--- config.mk ---
export PLATFORM = sky130hd
export DESIGN_NAME = mcp3008_spi_responder
export DESIGN_NICKNAME = d
export VERILOG_FILES = /design/src/rtl/mcp3008_spi_responder.sv
export SDC_FILE = /design/constraint.sdc
export NUM_CORES = 1
export LEC_CHECK = 0
export ABC_AREA = 1
export CORE_UTILIZATION = 54
export DETAILED_ROUTE_END_ITERATION = 6
export GPL_TIMING_DRIVEN = 0
export HOLD_SLACK_MARGIN = 0.02
export PLACE_DENSITY_LB_ADDON = 0.25
export SKIP_CTS_REPAIR_TIMING = 1
export SYNTH_ARGS = -nofsm -noshare
export SYNTH_HDL_FRONTEND = slang
export SYNTH_SLANG_ARGS = --single-unit
export TNS_END_PERCENT = 100
--- constraint.sdc ---
create_clock -name clk -period 7.85 [get_ports clk]
set_clock_uncertainty 0.1 [all_clocks]
set_input_delay 2.355 -clock clk [delete_from_list [all_inputs] [get_ports clk]]
set_output_delay 2.355 -clock clk [all_outputs]
set_load 0.03 [all_outputs]
--- src/rtl/mcp3008_spi_responder.sv ---
// MCP3008-compatible SPI Mode-0 slave: decodes start/SGL/D2..D0, snapshots the
// selected channel (or clamped difference) and shifts it out on MISO.
module mcp3008_spi_responder #(
    parameter int SYNC_STAGES = 2,
    parameter bit LSB_TAIL    = 1'b1
) (
    input  logic        clk,
    input  logic        rst_n,
    input  logic [79:0] ch_data,
    input  logic        SCK,
    input  logic        CS,
    input  logic        MOSI,
    output logic        MISO,
    output logic        miso_oe,
    output logic        conv_valid,
    output logic [2:0]  conv_channel,
    output logic        conv_diff,
    output logic [9:0]  conv_result,
    output logic [2:0]  state_dbg
);

    typedef enum logic [2:0] {
        IDLE, WAIT_START, CMD, SAMPLE, DATA, TAIL, ZEROS
    } state_t;

    state_t state, state_nxt;

    logic [SYNC_STAGES-1:0] sck_sr, cs_sr, mosi_sr;
    logic sck_d;
    logic sck_s, cs_s, mosi_s, sck_rise, sck_fall;

    logic [3:0] cnt, cnt_nxt;
    logic [2:0] cmd_sr, cmd_nxt;
    logic       miso_nxt, oe_nxt, valid_nxt, diff_nxt;
    logic [2:0] chan_nxt;
    logic [9:0] res_nxt;

    logic [9:0] ch [8];
    logic [3:0] cmd_full;
    logic [9:0] in_p, in_n, calc;

    assign sck_s     = sck_sr[SYNC_STAGES-1];
    assign cs_s      = cs_sr[SYNC_STAGES-1];
    assign mosi_s    = mosi_sr[SYNC_STAGES-1];
    assign sck_rise  = sck_s & ~sck_d;
    assign sck_fall  = ~sck_s & sck_d;
    assign state_dbg = state;

    // Command as it stands at the D0 rise: {SGL, D2, D1, D0}.
    always_comb begin
        for (int i = 0; i < 8; i++) ch[i] = ch_data[10*i +: 10];
        cmd_full = {cmd_sr, mosi_s};
        in_p     = ch[cmd_full[2:0]];
        in_n     = ch[cmd_full[2:0] ^ 3'd1];
        if (cmd_full[3])      calc = in_p;
        else if (in_p > in_n) calc = in_p - in_n;
        else                  calc = '0;
    end

    always_ff @(posedge clk or negedge rst_n) begin
        if (!rst_n) begin
            sck_sr  <= '0;
            cs_sr   <= '1;
            mosi_sr <= '0;
            sck_d   <= 1'b0;
        end else begin
            sck_sr  <= {sck_sr[SYNC_STAGES-2:0], SCK};
            cs_sr   <= {cs_sr[SYNC_STAGES-2:0], CS};
            mosi_sr <= {mosi_sr[SYNC_STAGES-2:0], MOSI};
            sck_d   <= sck_s;
        end
    end

    always_ff @(posedge clk or negedge rst_n) begin
        if (!rst_n) begin
            state        <= IDLE;
            cnt          <= '0;
            cmd_sr       <= '0;
            MISO         <= 1'b0;
            miso_oe      <= 1'b0;
            conv_valid   <= 1'b0;
            conv_channel <= '0;
            conv_diff    <= 1'b0;
            conv_result  <= '0;
        end else begin
            state        <= state_nxt;
            cnt          <= cnt_nxt;
            cmd_sr       <= cmd_nxt;
            MISO         <= miso_nxt;
            miso_oe      <= oe_nxt;
            conv_valid   <= valid_nxt;
            conv_channel <= chan_nxt;
            conv_diff    <= diff_nxt;
            conv_result  <= res_nxt;
        end
    end

    always_comb begin
        state_nxt = state;
        cnt_nxt   = cnt;
        cmd_nxt   = cmd_sr;
        miso_nxt  = MISO;
        oe_nxt    = miso_oe;
        valid_nxt = 1'b0;
        chan_nxt  = conv_channel;
        diff_nxt  = conv_diff;
        res_nxt   = conv_result;
        // CS high wins over any SCK edge seen in the same cycle.
        if (cs_s) begin
            state_nxt = IDLE;
            cnt_nxt   = '0;
            miso_nxt  = 1'b0;
            oe_nxt    = 1'b0;
        end else begin
            case (state)
                IDLE: state_nxt = WAIT_START;
                WAIT_START: begin
                    if (sck_rise && mosi_s) begin
                        state_nxt = CMD;
                        cnt_nxt   = '0;
                    end
                end
                CMD: begin
                    if (sck_rise) begin
                        cmd_nxt = {cmd_sr[1:0], mosi_s};
                        cnt_nxt = cnt + 4'd1;
                        if (cnt == 4'd3) begin
                            chan_nxt  = cmd_full[2:0];
                            diff_nxt  = ~cmd_full[3];
                            res_nxt   = calc;
                            valid_nxt = 1'b1;
                            state_nxt = SAMPLE;
                            cnt_nxt   = '0;
                        end
                    end
                end
                // cnt marks that the sampling-period rise has been seen, so the
                // fall right after D0 does not emit the null bit early.
                SAMPLE: begin
                    if (sck_rise) begin
                        cnt_nxt = 4'd1;
                    end else if (sck_fall && cnt == 4'd1) begin
                        miso_nxt  = 1'b0;
                        oe_nxt    = 1'b1;
                        state_nxt = DATA;
                        cnt_nxt   = 4'd9;
                    end
                end
                DATA: begin
                    if (sck_fall) begin
                        miso_nxt = conv_result[cnt];
                        if (cnt == 4'd0) begin
                            state_nxt = LSB_TAIL ? TAIL : ZEROS;
                            cnt_nxt   = 4'd1;
                        end else begin
                            cnt_nxt = cnt - 4'd1;
                        end
                    end
                end
                TAIL: begin
                    if (sck_fall) begin
                        miso_nxt = conv_result[cnt];
                        cnt_nxt  = cnt + 4'd1;
                        if (cnt == 4'd9) state_nxt = ZEROS;
                    end
                end
                ZEROS: begin
                    if (sck_fall) miso_nxt = 1'b0;
                end
                default: state_nxt = IDLE;
            endcase
        end
    end

endmodule
==> results by stage <==
Synth:
- The Yosys step of the flow raised 0 warnings.
- The post-synthesis xor/xnor area fraction is 1.336%.
- Counting flops and latches in the post-synthesis netlist gives 34.
- After Yosys synthesis, full adders, half adders and majority gates account for 4.645% of the synthesized area.
- Each instance of the synthesized netlist takes up on average 5.940 µm².
- The synthesized netlist contains 37 unique library cells.
- The synthesized-area fraction occupied by ao, oa, aoi and oai cells is 23.23%.
- The share of synthesized cell area in and, or, nand and nor gates is 35.51%.
- Summing the sequential cell areas from Yosys gives 21.70% of the chip area.
- By area, the combinational part of the netlist is dominated by simple AND/OR/NAND/NOR gates.
- The portion of netlist area occupied by mux cells is 0%.
- The mapped netlist covers 0.003933 mm².
- The number of nets in the synthesized netlist is 761.
- The number of cells produced by synthesis is 662.

Setup path:
- The largest individual stage delay along the critical path comes from the cell sky130_fd_sc_hd__clkdlybuf4s50_1.
- The required time at the endpoint of the critical path is 7930 ps.
- The depth of the worst register-to-register path is 16.
- The cell that appears most often on the critical path is sky130_fd_sc_hd__nand2_1.
- STA classifies the critical path startpoint as an input pin.
- STA classifies the critical path endpoint as a flip-flop.
- Of all nets on the critical path, the largest fanout is 7.
- For flop-to-flop paths, the worst setup slack is 4590 ps.
- For this run, the slowest stage of the critical path takes 420 ps.
- The critical path arrival is 4810 ps.
- The critical path is of the input pin to flip-flop type.
- Traced cell by cell, the critical path runs through clkdlybuf4s50_1, o211ai_1, nand2_1, o21ai_1, inv_1, ha_1, nand2_1, nor2_1, nand3b_1, nand2_1, inv_1, nand3_4, clkinv_1, nand2_1, nand2_1.

Pwr:
- Sequential cells burn 12.0% of the power.
- The total design power is 1754 µW.
- The clock network burns 11.5% of the power.
- The power density of the placed cells is 335.6 mW/mm².
- Summed over all cells, the static leakage comes to 0.002512 µW.
- Of the total power, the share spent switching nets is 54.05%.
- In this run, the combinational gates consume 76.5% of the power.
- The net load switching power is 948.0 µW.
- VDD sags by at most 0.4568 mV.
- The internal power summed over all cells is 806.0 µW.

Clocking:
- The clock insertion delay at the later pin of the skew report is 290 ps.
- Clock tree synthesis selected as its root buffer the cell sky130_fd_sc_hd__clkbuf_8.
- The H-tree level count is 2.
- The number of sinks handled by clock tree synthesis is 34.
- The longest clock path from root to sink contains 2 buffers.
- The TritonCTS buffer count is 5.
- Clock-pin slew was measured on the worst setup and hold paths at 80 ps.
- TritonCTS built the clock tree.

Floorplanning:
- The starting density of the core is 56.94%.
- The area enclosed by the die boundary is 0.007627 mm².
- The initialized floorplan defines 30 standard-cell rows.
- Pin placement for this block handled 105 I/O pins.
- In this run the standard cell core region covers 0.006907 mm².
- The die is 87.34 µm tall.
- From left edge to right edge, the die measures 87.34 µm.

Global route:
- The number of global-route vias before repair is 4,978.
- The first global-routing pass estimated 22,880 µm of wire.
- Global routing finished with a remaining overflow of 0.
- Entering global routing, the biggest net connects 35 pins.
- The number of antenna violations at the first check in global routing is 0.
- The overall track demand over capacity in global routing is 38.66%.

Route:
- Summing over every cut layer, the via total after detailed routing is 5,111.
- For this run, design rule violations remaining after detail routing come to 0.
- In this run, the number of DRC markers left after iteration 0 of detailed routing was 480.
- The number of detailed-route iterations in the first pass is 6.
- After detailed routing, the total wire length is 14,300 µm.
- The post-detailed-route via-to-cell ratio is 5.875.
- The average wire length per cell after detail routing is 16.44 µm.
- Once detail routing completed, the nets flagged for antenna violations numbered 0.

Hold path:
- The path class of the tightest hold or removal check is flip-flop to flip-flop.
- The number of stages on the worst hold path is 0.

Flow run:
- The tool flagged a number of max-cap violations equal to 0.

Placed design:
- The count of input and output buffers is 104.
- The detailed placement HPWL is 11,220 µm.
- At the end of routability-driven placement, the weighted congestion stood at 1.070.

Timing:
- The number of max-slew violations in the final report is 0.
- The maximum achievable frequency is 211.3 MHz.
- For the pin with the worst max-slew slack, the measured transition is 758.9 ps.
- The final number of hold-violating endpoints is 0.
- Setup repair after global routing left no endpoint under its margin.
- Headroom to the max-slew limit came out at 49.41%.
- The post-route minimum period is 4733 ps.
- Setup violations remaining at the end of the flow were counted as 0.
- For the final routed database, the setup TNS stands at 0 ps.
- The final cycle utilization of the critical path is 60.29%.

Cells and area:
- Of the cells placed in the final design, the portion with a size suffix greater than 1 is 7.106%.
- The total number of nets in the final design is 872.
- The repair_antennas step left the layout with diodes totalling 0.
- The area added between synthesis and finish is 32.90%.

Outcome:
- The run finished with clean final reports.
worst max-delay path, delay by kind of cell:
kind / cells / cell delay, ps
AO/OA/AOI/OAI: 2 / 530
AND/OR/NAND/NOR: 8 / 840
buffers and inverters: 4 / 710
adder cells (fa/ha/maj): 1 / 390
metrics by stage:
stage | util (%) | cells | area (µm²) | hold slack [ps] | worst slack (ps)
2_1_floorplan | - | 662 | 3933 | 231.2 | 3759
3_3_place_gp | 73.75 | 862 | 5094 | 244.1 | 2954
3_5_place_dp | 73.68 | 862 | 5089 | 236.3 | 2899
4_1_cts | 75.67 | 870 | 5226 | 260.6 | 3161
5_1_grt | 75.67 | 870 | 5226 | 270.9 | 2908
6_report | 75.67 | 870 | 5226 | 261.4 | 3117
final timing paths:
| path | endpoint | startpoint |
|---|---|---|
| setup / recovery | conv_result[6] | ch_data[36] |
| hold / removal | cs_sr[1] | cs_sr[0] |
| setup reg to reg | conv_result[6] | mosi_sr[1] |
| hold reg to reg | cs_sr[1] | cs_sr[0] |
| max in group asynchronous | conv_result[9] | rst_n |
| min in group asynchronous | mosi_sr[0] | rst_n |
cells in the final DEF, fill, tap and decap left out, types with 19 or more instances in the layout:
master / synthesis / final
sky130_fd_sc_hd__nor2_1: 64 / 64
sky130_fd_sc_hd__o211ai_1: 27 / 27
sky130_fd_sc_hd__dfrtp_1: 32 / 32
sky130_fd_sc_hd__nand2_1: 167 / 167
sky130_fd_sc_hd__o21ai_0: 74 / 74
sky130_fd_sc_hd__inv_1: 80 / 80
sky130_fd_sc_hd__a21oi_1: 45 / 45
sky130_fd_sc_hd__nand3_1: 63 / 63
sky130_fd_sc_hd__clkdlybuf4s50_1: 0 / 103
sky130_fd_sc_hd__buf_2: 18 / 19
layout make-up:
type / count / area [µm²]
clock buffer: 5 / 68.82
tap: 96 / 120.1
clock inverter: 3 / 68.82
inverter: 86 / 322.8
sequential: 34 / 853.3
fill: 592 / 1680
timing repair buffer: 104 / 1036
buffer: 37 / 211.5
multi-input combinational: 505 / 2545
per-layer routing:
metal / vias to the layer above / wire (µm) / global-route usage [%]
met2: 331 / 6824 / 66.26
met3: 58 / 1387 / 5.592
met5: - / 0 / 0
met4: 0 / 530 / 19.23
met1: 2328 / 5557 / 47.10
li1: 2394 / - / -
cell usage after synthesis:
cell type,number,area [µm²]
sky130_fd_sc_hd__inv_2,4,15.01
sky130_fd_sc_hd__o21ai_0,74,370.4
sky130_fd_sc_hd__a21oi_1,45,225.2
sky130_fd_sc_hd__clkbuf_2,1,5.000
sky130_fd_sc_hd__nand2_4,2,22.52
sky130_fd_sc_hd__nor3_1,1,5.000
sky130_fd_sc_hd__a31oi_1,1,6.260
sky130_fd_sc_hd__buf_4,5,37.54
sky130_fd_sc_hd__o211ai_1,27,202.7
sky130_fd_sc_hd__nand3_1,63,315.3
sky130_fd_sc_hd__o21ai_1,14,70.07
sky130_fd_sc_hd__a211oi_1,1,7.510
sky130_fd_sc_hd__o21a_1,1,7.510
sky130_fd_sc_hd__dfstp_2,2,52.55
sky130_fd_sc_hd__nor3_4,2,32.53
sky130_fd_sc_hd__and2_1,4,25.02
sky130_fd_sc_hd__nand4_1,6,37.54
sky130_fd_sc_hd__clkbuf_1,9,33.78
sky130_fd_sc_hd__nand2_1,167,626.9
sky130_fd_sc_hd__inv_1,80,300.3
sky130_fd_sc_hd__fa_1,1,20.02
sky130_fd_sc_hd__dfrtp_1,32,800.8
sky130_fd_sc_hd__ha_1,13,162.7
sky130_fd_sc_hd__nor2_1,64,240.2
sky130_fd_sc_hd__o2111ai_1,1,8.760
sky130_fd_sc_hd__nor2_4,2,22.52
sky130_fd_sc_hd__clkinv_1,2,7.510
sky130_fd_sc_hd__nand3b_1,3,22.52
sky130_fd_sc_hd__xor2_1,5,43.79
sky130_fd_sc_hd__nor2_2,3,18.77
sky130_fd_sc_hd__xnor2_1,1,8.760
sky130_fd_sc_hd__buf_6,4,45.04
sky130_fd_sc_hd__o21ai_2,1,8.760
sky130_fd_sc_hd__nand3_4,1,17.52
sky130_fd_sc_hd__o22ai_1,1,6.260
sky130_fd_sc_hd__nand3_2,1,10.01
sky130_fd_sc_hd__buf_2,18,90.09
cells by family after synthesis:
group                      count (synthesis)
AOI/OAI and AO/OA                        166
xor gates and xnor gates                   6
buffers and inverters                    123
and+or+nand+nor                          319
adders and majority gates                 14
DFF                                       34
flip-flops by register name, summed over array words and instances, names as in the netlist:
register and flops:
conv_result 10, conv_diff 1, miso_oe 1, MISO 1, conv_channel 3, cmd_sr 3
cnt 4, sck_sr 2, mosi_sr 2, state_dbg 3, sck_d 1, cs_sr 2
conv_valid 1
power by group through the flow:
stage	registers, µW	logic [µW]	clock network, µW
6_report	211	1340	201
5_1_grt	213	1520	209
4_1_cts	210	1310	201
3_5_place_dp	213	1310	0
3_3_place_gp	212	1260	0
2_1_floorplan	224	958	0
No activity file was read; power rests on OpenSTA's default activity.
